<file path="config.mk">
export PLATFORM = sky130hd
export DESIGN_NAME = dcm_ps_ctrl_flat
export DESIGN_NICKNAME = d
export VERILOG_FILES = /design/src/rtl/dcm_ps_ctrl_if.sv /design/src/rtl/dcm_ps_ctrl.sv /design/src/flat_wrapper.sv
export SDC_FILE = /design/constraint.sdc
export NUM_CORES = 1
export LEC_CHECK = 0
export ABC_AREA = 1
export BUFFER_PORTS_ARGS = -buffer_cell sky130_fd_sc_hd__buf_2
export CAP_MARGIN = 5
export CORE_ASPECT_RATIO = 0.5
export CORE_MARGIN = 5
export CORE_UTILIZATION = 45
export DETAILED_ROUTE_END_ITERATION = 16
export GPL_TIMING_DRIVEN = 0
export PLACE_DENSITY = 0.7
export REMOVE_ABC_BUFFERS = 1
export SYNTH_ARGS = -nofsm -noshare
export SYNTH_HDL_FRONTEND = slang
export SYNTH_SLANG_ARGS = --single-unit
export TNS_END_PERCENT = 100
</file>
<file path="constraint.sdc">
create_clock -name PSCLK -period 3 [get_ports PSCLK]
set_input_delay 0.15 -clock PSCLK [delete_from_list [all_inputs] [get_ports PSCLK]]
set_output_delay 0.15 -clock PSCLK [all_outputs]
set_load 0.01 [all_outputs]
</file>
<file path="src/rtl/dcm_ps_ctrl_if.sv">
// Signal bundle between the DCM phase-shift controller, the DCM it drives and
// the logic that requests phase offsets.
interface dcm_ps_ctrl_if;
  logic              LOCKED;
  logic              PSDONE;
  logic              PS_OVERFLOW;
  logic              REQ;
  logic signed [8:0] TARGET;
  logic              DCM_RST;
  logic              PSEN;
  logic              PSINCDEC;
  logic signed [8:0] CUR_SHIFT;
  logic              READY;
  logic              BUSY;
  logic              DONE;
  logic [1:0]        ERR;

  modport master (
    input  LOCKED, PSDONE, PS_OVERFLOW, REQ, TARGET,
    output DCM_RST, PSEN, PSINCDEC, CUR_SHIFT, READY, BUSY, DONE, ERR
  );

  modport slave (
    output LOCKED, PSDONE, PS_OVERFLOW, REQ, TARGET,
    input  DCM_RST, PSEN, PSINCDEC, CUR_SHIFT, READY, BUSY, DONE, ERR
  );
endinterface

</file>
<file path="src/rtl/dcm_ps_ctrl.sv">
// DCM reset / lock supervisor and one-tap-at-a-time dynamic phase-shift
// stepper on the PSCLK domain; every output comes straight from a register.
module dcm_ps_ctrl #(
  parameter int RST_CYCLES     = 3,
  parameter int LOCK_TIMEOUT   = 65535,
  parameter int PSDONE_TIMEOUT = 1023,
  parameter int SHIFT_MIN      = -255,
  parameter int SHIFT_MAX      = 255
) (
  input  logic          PSCLK,
  input  logic          RST,
  dcm_ps_ctrl_if.master bus
);

  localparam int CNT_MAX_A = (LOCK_TIMEOUT > PSDONE_TIMEOUT) ? LOCK_TIMEOUT : PSDONE_TIMEOUT;
  localparam int CNT_MAX   = (CNT_MAX_A > RST_CYCLES) ? CNT_MAX_A : RST_CYCLES;
  localparam int CNT_W     = $clog2(CNT_MAX + 1);

  localparam logic [CNT_W-1:0] RST_LAST    = CNT_W'(RST_CYCLES - 1);
  localparam logic [CNT_W-1:0] LOCK_LAST   = CNT_W'(LOCK_TIMEOUT - 1);
  localparam logic [CNT_W-1:0] PSDONE_LAST = CNT_W'(PSDONE_TIMEOUT - 1);

  localparam logic signed [8:0] SMIN = 9'(SHIFT_MIN);
  localparam logic signed [8:0] SMAX = 9'(SHIFT_MAX);

  typedef enum logic [2:0] {
    S_RST_HOLD,
    S_WAIT_LOCK,
    S_IDLE,
    S_STEP,
    S_WAIT_DONE
  } state_t;

  state_t            state_reg, state_next;
  logic [CNT_W-1:0]  cnt_reg, cnt_next;
  logic signed [8:0] target_reg, target_next;
  logic signed [8:0] cur_shift_reg, cur_shift_next;
  logic              dcm_rst_reg, dcm_rst_next;
  logic              psen_reg, psen_next;
  logic              psincdec_reg, psincdec_next;
  logic              ready_reg, ready_next;
  logic              busy_reg, busy_next;
  logic              done_reg, done_next;
  logic [1:0]        err_reg, err_next;

  logic signed [8:0] sat_target;
  logic signed [8:0] shift_step;
  logic              in_run, in_req;
  logic              lock_lost, req_accept, req_equal;
  logic              ps_ok, ps_ovf, ps_tmo, lock_tmo, rst_last, reached;
  logic              fault_entry, req_end;

  always_comb begin
    sat_target = bus.TARGET;
    if (bus.TARGET < SMIN) begin
      sat_target = SMIN;
    end else if (bus.TARGET > SMAX) begin
      sat_target = SMAX;
    end
  end

  // The direction of the outstanding step is whatever PSINCDEC was driven with.
  assign shift_step = psincdec_reg ? (cur_shift_reg + 9'sd1) : (cur_shift_reg - 9'sd1);

  assign in_req     = (state_reg == S_STEP) || (state_reg == S_WAIT_DONE);
  assign in_run     = in_req || (state_reg == S_IDLE);
  assign lock_lost  = in_run && !bus.LOCKED;
  assign req_accept = ready_reg && bus.REQ && bus.LOCKED;
  assign req_equal  = (sat_target == cur_shift_reg);
  assign ps_ok      = (state_reg == S_WAIT_DONE) && bus.LOCKED && bus.PSDONE && !bus.PS_OVERFLOW;
  assign ps_ovf     = (state_reg == S_WAIT_DONE) && bus.LOCKED && bus.PSDONE && bus.PS_OVERFLOW;
  assign ps_tmo     = (state_reg == S_WAIT_DONE) && bus.LOCKED && !bus.PSDONE && (cnt_reg == PSDONE_LAST);
  assign lock_tmo   = (state_reg == S_WAIT_LOCK) && !bus.LOCKED && (cnt_reg == LOCK_LAST);
  assign rst_last   = (state_reg == S_RST_HOLD) && (cnt_reg == RST_LAST);
  assign reached    = (shift_step == target_reg);

  // State register plus every registered output.
  always_ff @(posedge PSCLK or posedge RST) begin
    if (RST) begin
      state_reg     <= S_RST_HOLD;
      cnt_reg       <= '0;
      target_reg    <= '0;
      cur_shift_reg <= '0;
      dcm_rst_reg   <= 1'b1;
      psen_reg      <= 1'b0;
      psincdec_reg  <= 1'b0;
      ready_reg     <= 1'b0;
      busy_reg      <= 1'b0;
      done_reg      <= 1'b0;
      err_reg       <= 2'd0;
    end else begin
      state_reg     <= state_next;
      cnt_reg       <= cnt_next;
      target_reg    <= target_next;
      cur_shift_reg <= cur_shift_next;
      dcm_rst_reg   <= dcm_rst_next;
      psen_reg      <= psen_next;
      psincdec_reg  <= psincdec_next;
      ready_reg     <= ready_next;
      busy_reg      <= busy_next;
      done_reg      <= done_next;
      err_reg       <= err_next;
    end
  end

  // Lock loss outranks everything else, including a PSDONE in the same cycle.
  always_comb begin
    state_next = state_reg;
    unique case (state_reg)
      S_RST_HOLD: begin
        if (rst_last) state_next = S_WAIT_LOCK;
      end
      S_WAIT_LOCK: begin
        if (bus.LOCKED)    state_next = S_IDLE;
        else if (lock_tmo) state_next = S_RST_HOLD;
      end
      S_IDLE: begin
        if (lock_lost)                      state_next = S_RST_HOLD;
        else if (req_accept && !req_equal)  state_next = S_STEP;
      end
      S_STEP: begin
        if (lock_lost) state_next = S_RST_HOLD;
        else           state_next = S_WAIT_DONE;
      end
      S_WAIT_DONE: begin
        if (lock_lost)                      state_next = S_RST_HOLD;
        else if (ps_ok && !reached)         state_next = S_STEP;
        else if (ps_ok || ps_ovf || ps_tmo) state_next = S_IDLE;
      end
      default: state_next = S_RST_HOLD;
    endcase
  end

  assign fault_entry = (state_next == S_RST_HOLD) && (state_reg != S_RST_HOLD);
  assign req_end     = in_req && ((state_next == S_IDLE) || (state_next == S_RST_HOLD));

  always_comb begin
    if ((state_next != state_reg) || (state_next == S_IDLE) || (state_next == S_STEP)) begin
      cnt_next = '0;
    end else begin
      cnt_next = cnt_reg + CNT_W'(1);
    end

    target_next = req_accept ? sat_target : target_reg;

    // A DCM reset returns the clock to its base phase.
    if (state_next == S_RST_HOLD) begin
      cur_shift_next = '0;
    end else if (ps_ok) begin
      cur_shift_next = shift_step;
    end else begin
      cur_shift_next = cur_shift_reg;
    end

    dcm_rst_next  = (state_next == S_RST_HOLD);
    psen_next     = (state_next == S_STEP);
    psincdec_next = psincdec_reg;
    if (state_next == S_STEP) begin
      psincdec_next = (target_next > cur_shift_next);
    end

    ready_next = (state_next == S_IDLE) && bus.LOCKED;
    busy_next  = (state_next == S_STEP) || (state_next == S_WAIT_DONE);
    done_next  = (req_accept && req_equal) || req_end;

    err_next = err_reg;
    if (fault_entry)     err_next = 2'd3;
    else if (req_accept) err_next = 2'd0;
    else if (ps_ovf)     err_next = 2'd1;
    else if (ps_tmo)     err_next = 2'd2;
  end

  assign bus.DCM_RST   = dcm_rst_reg;
  assign bus.PSEN      = psen_reg;
  assign bus.PSINCDEC  = psincdec_reg;
  assign bus.CUR_SHIFT = cur_shift_reg;
  assign bus.READY     = ready_reg;
  assign bus.BUSY      = busy_reg;
  assign bus.DONE      = done_reg;
  assign bus.ERR       = err_reg;

endmodule

</file>
<file path="src/flat_wrapper.sv">
// flat-port wrapper written by rule: the top's interface ports become plain ports
module dcm_ps_ctrl_flat 
#(
  parameter int RST_CYCLES     = 3,
  parameter int LOCK_TIMEOUT   = 65535,
  parameter int PSDONE_TIMEOUT = 1023,
  parameter int SHIFT_MIN      = -255,
  parameter int SHIFT_MAX      = 255
)
  (PSCLK, RST, bus_LOCKED, bus_PSDONE, bus_PS_OVERFLOW, bus_REQ, bus_TARGET, bus_DCM_RST, bus_PSEN, bus_PSINCDEC, bus_CUR_SHIFT, bus_READY, bus_BUSY, bus_DONE, bus_ERR);
  dcm_ps_ctrl_if bus_i ();
  input  logic PSCLK;
  input  logic RST;
  input wire logic [$bits(bus_i.LOCKED)-1:0] bus_LOCKED;
  input wire logic [$bits(bus_i.PSDONE)-1:0] bus_PSDONE;
  input wire logic [$bits(bus_i.PS_OVERFLOW)-1:0] bus_PS_OVERFLOW;
  input wire logic [$bits(bus_i.REQ)-1:0] bus_REQ;
  input wire logic [$bits(bus_i.TARGET)-1:0] bus_TARGET;
  output wire logic [$bits(bus_i.DCM_RST)-1:0] bus_DCM_RST;
  output wire logic [$bits(bus_i.PSEN)-1:0] bus_PSEN;
  output wire logic [$bits(bus_i.PSINCDEC)-1:0] bus_PSINCDEC;
  output wire logic [$bits(bus_i.CUR_SHIFT)-1:0] bus_CUR_SHIFT;
  output wire logic [$bits(bus_i.READY)-1:0] bus_READY;
  output wire logic [$bits(bus_i.BUSY)-1:0] bus_BUSY;
  output wire logic [$bits(bus_i.DONE)-1:0] bus_DONE;
  output wire logic [$bits(bus_i.ERR)-1:0] bus_ERR;
  assign bus_i.LOCKED = bus_LOCKED;
  assign bus_i.PSDONE = bus_PSDONE;
  assign bus_i.PS_OVERFLOW = bus_PS_OVERFLOW;
  assign bus_i.REQ = bus_REQ;
  assign bus_i.TARGET = bus_TARGET;
  assign bus_DCM_RST = bus_i.DCM_RST;
  assign bus_PSEN = bus_i.PSEN;
  assign bus_PSINCDEC = bus_i.PSINCDEC;
  assign bus_CUR_SHIFT = bus_i.CUR_SHIFT;
  assign bus_READY = bus_i.READY;
  assign bus_BUSY = bus_i.BUSY;
  assign bus_DONE = bus_i.DONE;
  assign bus_ERR = bus_i.ERR;
  dcm_ps_ctrl #(.RST_CYCLES(RST_CYCLES), .LOCK_TIMEOUT(LOCK_TIMEOUT), .PSDONE_TIMEOUT(PSDONE_TIMEOUT), .SHIFT_MIN(SHIFT_MIN), .SHIFT_MAX(SHIFT_MAX)) u_core (.PSCLK(PSCLK), .RST(RST), .bus(bus_i));
endmodule
</file>
; Yosys cells after proc, flatten, opt, wreduce, memory -nomap -nowiden
; Index checks and enable logic that the tools add are counted.
; W data, S select, Z words.
[op_classes]
n_addsub = 3
multipliers = 0
n_div = 0
magnitude_cmp = 3
n_eq_ne = 13
shift = 0
n_mux = 21
bitwise_logic = 0
n_reduce_logical = 36
[ops]
columns = operator, n
row1 = $mux W9, 6
row2 = $mux W3, 9
row3 = $eq A9 B9 Y1, 2
row4 = $logic_and A1 B1 Y1, 18
row5 = $add A16 B1 Y16 const B, 1
row6 = $eq A16 B10 Y1 const B, 1
row7 = $eq A16 B16 Y1 const B, 1
row8 = $eq A16 B2 Y1 const B, 1
row9 = $mux W16, 1
row10 = $pmux W3 S5, 1
row11 = $eq A3 B2 Y1 const B, 4
row12 = $add A9 B2 Y9 const B, 1
row13 = $gt A9 B9 Y1, 1
row14 = $gt A9 B9 Y1 const B, 1
row15 = $logic_or A1 B1 Y1, 9
row16 = $lt A9 B9 Y1 const B, 1
row17 = $sub A9 B2 Y9 const B, 1
row18 = $mux W2, 4
row19 = $eq A3 B3 Y1 const B, 2
row20 = $logic_not A3 Y1, 2
row21 = $logic_not A1 Y1, 5
row22 = $reduce_bool A4 Y1, 1
row23 = $eq A3 B1 Y1 const B, 1
row24 = $ne A3 B3 Y1, 1
row25 = $reduce_bool A3 Y1, 1
[word_totals]
reg_bits = 45
latch_bits = 0
mem_bits_rw = 0
romBits = 0
in_bits = 15
out_inout_bits = 17
word_cells = 87
memories = 0

; Logic depth before layout (Yosys ltp)
; Gate-level depths: netlist of the first run.
[depth]
depth_word = 14
ltp_mapped = 27
depth_no_buf = 26

; Worst setup path after synthesis of the first run
; OpenSTA, ideal clock, no wires.
[synth_path]
path_kind = reg-to-reg
startpoint = register u_core.psincdec_reg, in the netlist u_core.bus.PSINCDEC
endpoint = register u_core.psincdec_reg, in the netlist u_core.bus.PSINCDEC
setup_time_ns = 0.127
arrival_time_ns = 3.193
required_time_ns = 2.873
slack_ns = -0.321
stages_incl_launch_ff = 25
path_buffers = 1
synth_period_minus_slack_ns = 3.321
path_cell_list = dfrtp_1 -> inv_1 -> ha_1 -> nand2_1 -> nand2_1 -> a21oi_1 -> nand3_1 -> nand3_1 -> nand2_1 -> nor2_1 -> nand3_1 -> nand2_2 -> nand4_1 -> buf_4 -> nand2_2 -> ha_1 -> a21oi_1 -> o21a_1 -> o21ai_0 -> nand2_1 -> nand2_1 -> a211oi_1 -> nor2_1 -> nor2_1 -> o21ai_0
[synth_between]
elab_chain_cells = 10
elab_cells_between_ends = 12
cone_classes = order compare: 1 / eq/ne: 2 / mux: 6 / reduce/logical: 3
[synth_lines]
columns = element, line_no
row1 = "start, declared", dcm_ps_ctrl.sv:40  ; logic psincdec_reg, psincdec_next;
row2 = "start signal, assigned", dcm_ps_ctrl.sv:98  ; psincdec_reg <= psincdec_next;
row3 = $mux W9 (*), dcm_ps_ctrl.sv:63  ; assign shift_step = psincdec_reg ? (cur_shift_reg + 9'sd1) : (cur_shift_reg - 9'sd1);
row4 = $eq A9 B9 Y1, dcm_ps_ctrl.sv:75  ; assign reached = (shift_step == target_reg);
row5 = $logic_not A1 Y1, dcm_ps_ctrl.sv:127  ; else if (ps_ok && !reached) state_next = S_STEP;
row6 = $logic_and A1 B1 Y1, dcm_ps_ctrl.sv:127
row7 = $mux W3, dcm_ps_ctrl.sv:127
row8 = $mux W3, dcm_ps_ctrl.sv:126  ; if (lock_lost) state_next = S_RST_HOLD;
row9 = $pmux W3 S5, dcm_ps_ctrl.sv:109  ; unique case (state_reg)
row10 = $logic_not A3 Y1, dcm_ps_ctrl.sv:147  ; if (state_next == S_RST_HOLD) begin
row11 = $mux W9, dcm_ps_ctrl.sv:147
row12 = $gt A9 B9 Y1, dcm_ps_ctrl.sv:159  ; psincdec_next = (target_next > cur_shift_next);
; Every way passes the cells marked *; elsewhere a longest branch is shown, timed or not.
; A chain may end at the register's enable or synchronous reset.

; Worst setup path after layout of the first run
; Ends and elaborated chain as after synthesis.

==> results.cfg, run 1 <==
[clock_tree]
cts_root_buf = clkbuf_16
cts_buffer_depth = 2
clock_sinks = 45
htree_num_levels = 2
cts_buffers = 5
cts_tree = yes
clk_pin_slew_ns = 0.06
clock_latency_ns = 0.29

[finish]
area_delta_synth_final_pct = 19.7
largest_reg_flops = 16
nNetsFinal = 529
layout-drive-gt1-share_pct = 22.8
final_cell_area_um2 = 3940
diodes = 0

[power]
ir_worst_vdd_mv = 0.346
power.leakage_nw = 2.03
p_per_area_nw_per_um2 = 745
totalPowerFinal_mw = 2.94

[setup_path]
criticalPathCategory = flop to flop
worst_ep_required_time_ns = 3.17
path_common_cell = nor2_1
end_kind = flop
worst-path-max-fanout = 8
path_buf_inv = 2
reg2reg_slack_ns = -0.40
cp_top_family = simple AND/OR/NAND/NOR gates
arrival_ns = 3.57
worstSetupStartpointType = flop
path_cells = clkinv_4, fa_2, xnor2_2, o21ai_1, nor2_1, nand3_1, nor2_1, nand3_1, nand2_2, nand4_1, buf_6, nand2_4, ha_4, a21oi_2, o21a_1, o21ai_1, nand2_1, nand2_1, a211oi_2, nor2_1, nor2_1, o21ai_1
cp_slowest_cell = fa_2
cpPeakStageDelay_ns = 0.61

[yosys]
yosysSeqAreaShare_pct = 34.2
yosysTopAreaCell = dfrtp_1
ys_warn_count = 0
syn-instance-count = 453
synth_area_per_cell_um2 = 7.28
synth_edf_count = 0
synth.distinct_cells = 36
yosys-top-cells-area = dfrtp_1 33%, nand2_1 11%, inv_1 7.9%
synth_area_um2 = 3300
synth_seq_cells = 45
synth-async-reset-ratio_pct = 100
synth_top_area_share_pct = 33.4
ys.flop_type = dfrtp_1

[grt]
grt_pass1_wl_um = 13200
grt_max_degree = 31
antenna_found_initial = 0
grt_util_all_layers_pct = 17.6
grt_overflow = 0
grt_pass1_vias = 2989

[floorplan]
ioPinCount = 32
dieHeight_um = 70.5
coreArea_um2 = 7210
dieArea_um2 = 9240
die_x_um = 131
start_util_pct = 45.7
num_rows = 22

[sta]
hold_violations = 0
min_period_over_period_pct = 113
period_minus_slack_ns = 3.40
final.setup_skew_ns = 0.0102
rsz0062_at_grt = yes
setup_ws_ns = -0.404
relSlewSlack_pct = 56.1
maxSlewViolCount = 0
tightest_slew_ns = 0.656
final.setup.tns_ns = -0.404
setup_viol = 1
fmax_mhz = 294

[detailed_routing]
wl_per_cell_um = 12.8
firstDrtPassIters = 4
viasPerCell = 4.99
drc = 0
drt_wl_total_um = 7590
postRouteAntennaNets = 0
drtIter0Drc = 135
routed-via-count = 2949

[placed_design]
place.gp.congestion = 0.859
dpl-instance-area_um2 = 3540
dp_hpwl_um = 5580
io_buffers = 31
pre_cts_slack_ns = -1.56

[run_status]
outcome = finished, violations left
violations = negative setup slack

[flow_run]
cap_violations = 0

[min_path]
hold_class = primary input to flop
[metal layers]
layer	GRT usage, %	share of wire (%)	vias up
met5	0	0	-
met4	5.25	1.7	0
met3	2.83	3.5	13
met2	31.2	49	56
met1	21.9	45	1345
li1	-	-	1535
[Yosys cell counts (all sizes together), types with 2 or more instances]
| master | count |
|---|---|
| nand3b | 2 |
| a31oi | 2 |
| o21a | 2 |
| ha | 19 |
| xor2 | 10 |
| nor4 | 5 |
| inv | 77 |
| nand4 | 10 |
| nor3 | 7 |
| o21ai | 27 |
| dfrtp | 44 |
| buf | 5 |
| nand2 | 114 |
| nor2 | 61 |
| xnor2 | 10 |
| a21oi | 10 |
| nand3 | 39 |
[report_power, final]
group          leakage [nW]  switching (mW)  internal [mW]
Clock                0.0841           0.224          0.416
Combinational          1.35           0.901          0.566
Sequential            0.595          0.0981          0.733
[timing repair]
action                                  CTS  global route
hold buffers                              1             0
endpoints found under the setup margin   13             1
cloned                                    0             0
pin swaps                                10             5
endpoints found under the hold margin    14             0
gates resized for setup                  22            17
buffers inserted                          7             0
[worst register-to-register path: stages (launching register included)]
cell and delay (ns):
dfrtp_2 0.40, clkinv_4 0.13, fa_2 0.62, xnor2_2 0.12
o21ai_1 0.11, nor2_1 0.10, nand3_1 0.09, nor2_1 0.09
nand3_1 0.12, nand2_2 0.10, nand4_1 0.10, buf_6 0.17
nand2_4 0.08, ha_4 0.21, a21oi_2 0.15, o21a_1 0.13
o21ai_1 0.06, nand2_1 0.06, nand2_1 0.05, a211oi_2 0.17
nor2_1 0.05, nor2_1 0.10, o21ai_1 0.07
[cell families after synthesis]
kind of cell	after synthesis	share of synthesized area (%)
AOI/OAI and AO/OA	46	7.75
xor gates and xnor gates	20	5.31
adders and majority gates	20	7.82
buffers and inverters	83	10.3
DFF	45	34.2
and+or+nand+nor	239	34.7
[cell usage in the layout, fill, tap and decap left out, types with 11 or more instances in the layout]
cell type  count
dfrtp_1       42
nor2_4        11
ha_1          13
nand3_1       33
o21ai_0       21
nand2_1       96
inv_1         67
buf_2         31
nor2_1        49
nand2_2       17
[layout make-up]
type                       count  area (µm²)
timing repair buffer          40         241
clock inverter                 1        30.0
multi-input combinational    325        1990
tap                           96         120
fill                         704        3270
sequential                    45        1130
clock buffer                   7         143
inverter                      77         294
[per-stage QoR]
| step | hold WS [ns] | std cells | util (%) |
|---|---|---|---|
| finish | 0.240 | 591 | 54.7 |
| CTS | 0.238 | 591 | 53.5 |
| floorplan | 0.356 | 447 | - |
| global placement | 0.478 | 574 | 48.8 |
| detailed placement | 0.145 | 575 | 49.1 |
| global route | 0.261 | 591 | 54.7 |
[worst paths after layout]
kind                                     start  depth (start not counted)                 endpoint
min                                 bus_LOCKED                          3      u_core.state_reg[1]
max                        u_core.bus.PSINCDEC                         22      u_core.bus.PSINCDEC
max reg2reg                u_core.bus.PSINCDEC                         22      u_core.bus.PSINCDEC
min reg2reg                  u_core.cnt_reg[0]                          1        u_core.cnt_reg[0]
min in group asynchronous                  RST                          3  u_core.bus.CUR_SHIFT[1]
max in group asynchronous                  RST                          4      u_core.bus.PSINCDEC
No activity file was read; power rests on OpenSTA's default activity.
==> run 2: changes to the inputs <==
--- a/config.mk
+++ b/config.mk
@@ -8,12 +8,14 @@
 export ABC_AREA = 1
 export BUFFER_PORTS_ARGS = -buffer_cell sky130_fd_sc_hd__buf_2
 export CAP_MARGIN = 5
+export CELL_PAD_IN_SITES_DETAIL_PLACEMENT = 2
+export CELL_PAD_IN_SITES_GLOBAL_PLACEMENT = 2
 export CORE_ASPECT_RATIO = 0.5
 export CORE_MARGIN = 5
-export CORE_UTILIZATION = 45
+export CORE_UTILIZATION = 31
 export DETAILED_ROUTE_END_ITERATION = 16
 export GPL_TIMING_DRIVEN = 0
-export PLACE_DENSITY = 0.7
+export PLACE_DENSITY = 0.8
 export REMOVE_ABC_BUFFERS = 1
 export SYNTH_ARGS = -nofsm -noshare
 export SYNTH_HDL_FRONTEND = slang
==> results.cfg, run 2 (synthesis results as in run 1) <==
[clock_tree]
cts_tree = yes
clock_sinks = 45
clk_pin_slew_ns = 0.07
cts_root_buf = clkbuf_16
cts_buffer_depth = 2
cts_buffers = 5
htree_num_levels = 2
clock_latency_ns = 0.30

[min_path]
hold_class = primary input to flop
hp-start = bus_LOCKED

[floorplan]
ioPinCount = 32
num_rows = 26
dieArea_um2 = 12900
start_util_pct = 32.1
die_x_um = 156
coreArea_um2 = 10300
dieHeight_um = 82.9

[finish]
multi_input_area_um2 = 1960
area_delta_synth_final_pct = 21.6
final_cell_area_um2 = 4010
final_cell_mix = 97 x nand2_1, 67 x inv_1, 49 x nor2_1, 42 x dfrtp_1, 33 x nand3_1
ff_latch_area_um2 = 1130
final_common_cell = nand2_1
fin_cells = 638
layout-drive-gt1-share_pct = 22.7
diodes = 0
nNetsFinal = 532
largest_reg_flops = 16
nFillCells = 1213

[detailed_routing]
drc = 0
drt_wl_total_um = 10800
firstDrtPassIters = 4
drtIter0Drc = 67
viasPerCell = 4.81
routed-via-count = 3070
wl_per_cell_um = 16.8
postRouteAntennaNets = 0

[sta]
hold_violations = 0
setup_ws_ns = -0.465
rsz0062_at_grt = yes
min_period_over_period_pct = 116
period_minus_slack_ns = 3.47
fmax_mhz = 289
final.setup.tns_ns = -0.465
tightest_slew_ns = 0.715
setup_viol = 1
final.setup_skew_ns = 0.0107
relSlewSlack_pct = 52.2
maxSlewViolCount = 0

[grt]
grt_max_degree = 26
grt_overflow = 0
grt_util_all_layers_pct = 17.3
grt_pass1_wl_um = 18300
antenna_found_initial = 0
grt_pass1_vias = 3569

[setup_path]
reg2reg_from = u_core.bus.PSINCDEC
startpoint = bus_TARGET[4]
arrival_ns = 3.65
end_kind = flop
worst_ep_required_time_ns = 3.18
criticalPathCategory = primary input to flop
worstSetupStartpointType = primary input
worst-path-max-fanout = 7

[run_status]
outcome = finished, violations left
violations = negative setup slack

[placed_design]
dp_hpwl_um = 8130
dp.cells = 619
dpl-instance-area_um2 = 3600
io_buffers = 31
place.gp.congestion = 0.776
pre_cts_slack_ns = -1.86

[power]
power.leakage_nw = 2.04
ir_worst_vdd_mv = 0.288
p_per_area_nw_per_um2 = 778
totalPowerFinal_mw = 3.12

[flow_run]
cap_violations = 0
-- run 2: per-layer routing --
layer / track usage, % / vias up / wire [µm]
met3: 2.28 / 8 / 127
met4: 2.62 / 0 / 87
met1: 21.4 / 1528 / 4840
li1: - / 1520 / -
met5: 0 / - / 0
met2: 32.5 / 14 / 5700
-- run 2: final cells by class --
class                           instances  share of cell area [%]
Clock buffer                            6                    3.47
Clock inverter                          2                   0.937
Inverter                               77                    7.34
Multi-Input combinational cell        325                    48.8
Sequential cell                        45                    28.2
Tap cell                              140                    4.37
Timing Repair Buffer                   43                    6.90
-- run 2: path summary, 6_finish.rpt --
check	end	slack [ns]	cells after the start
min in group asynchronous	u_core.bus.CUR_SHIFT[0]	0.44	3
min	u_core.state_reg[1]	0.24	3
min reg2reg	u_core.cnt_reg[0]	0.51	1
max in group asynchronous	u_core.bus.DCM_RST	1.98	4
max	u_core.bus.PSINCDEC	-0.47	26
max reg2reg	u_core.bus.PSINCDEC	-0.47	22
-- run 2: timing repair --
item	4_1_cts	5_1_grt
gates resized for setup	30	3
pin swaps	8	1
endpoints found under the hold margin	20	0
buffers inserted	9	1
setup endpoints to repair	29	17
hold buffers	1	0
-- run 2: critical path, stage by stage --
cell	delay [ns]
buf_2	0.12
nor4_4	0.31
a41o_1	0.21
ha_1	0.31
inv_2	0.13
nand2_1	0.09
nand2_1	0.08
nand2_1	0.07
nor3_1	0.23
nand3b_1	0.18
nand2_1	0.09
nand2_1	0.08
o21ai_2	0.11
nand4_1	0.14
buf_6	0.18
nand2_4	0.08
ha_4	0.21
a21oi_2	0.15
o21a_1	0.13
o21ai_1	0.06
nand2_1	0.07
nand2_1	0.07
a211oi_2	0.18
nor2_1	0.06
nor2_1	0.09
o21ai_1	0.06
-- run 2: report_power, final --
group / internal (mW) / switching, mW
registers: 0.733 / 0.106
logic: 0.611 / 1.00
clock network: 0.416 / 0.253
total: 1.76 / 1.36
-- run 2: stage by stage --
step                      utilization, %  hold slack (ns)
after floorplan                        -            0.356
after global placement              34.8            0.481
after detailed placement            35.0            0.210
after CTS                           38.6            0.240
after global routing                39.0            0.264
final                               39.0            0.235
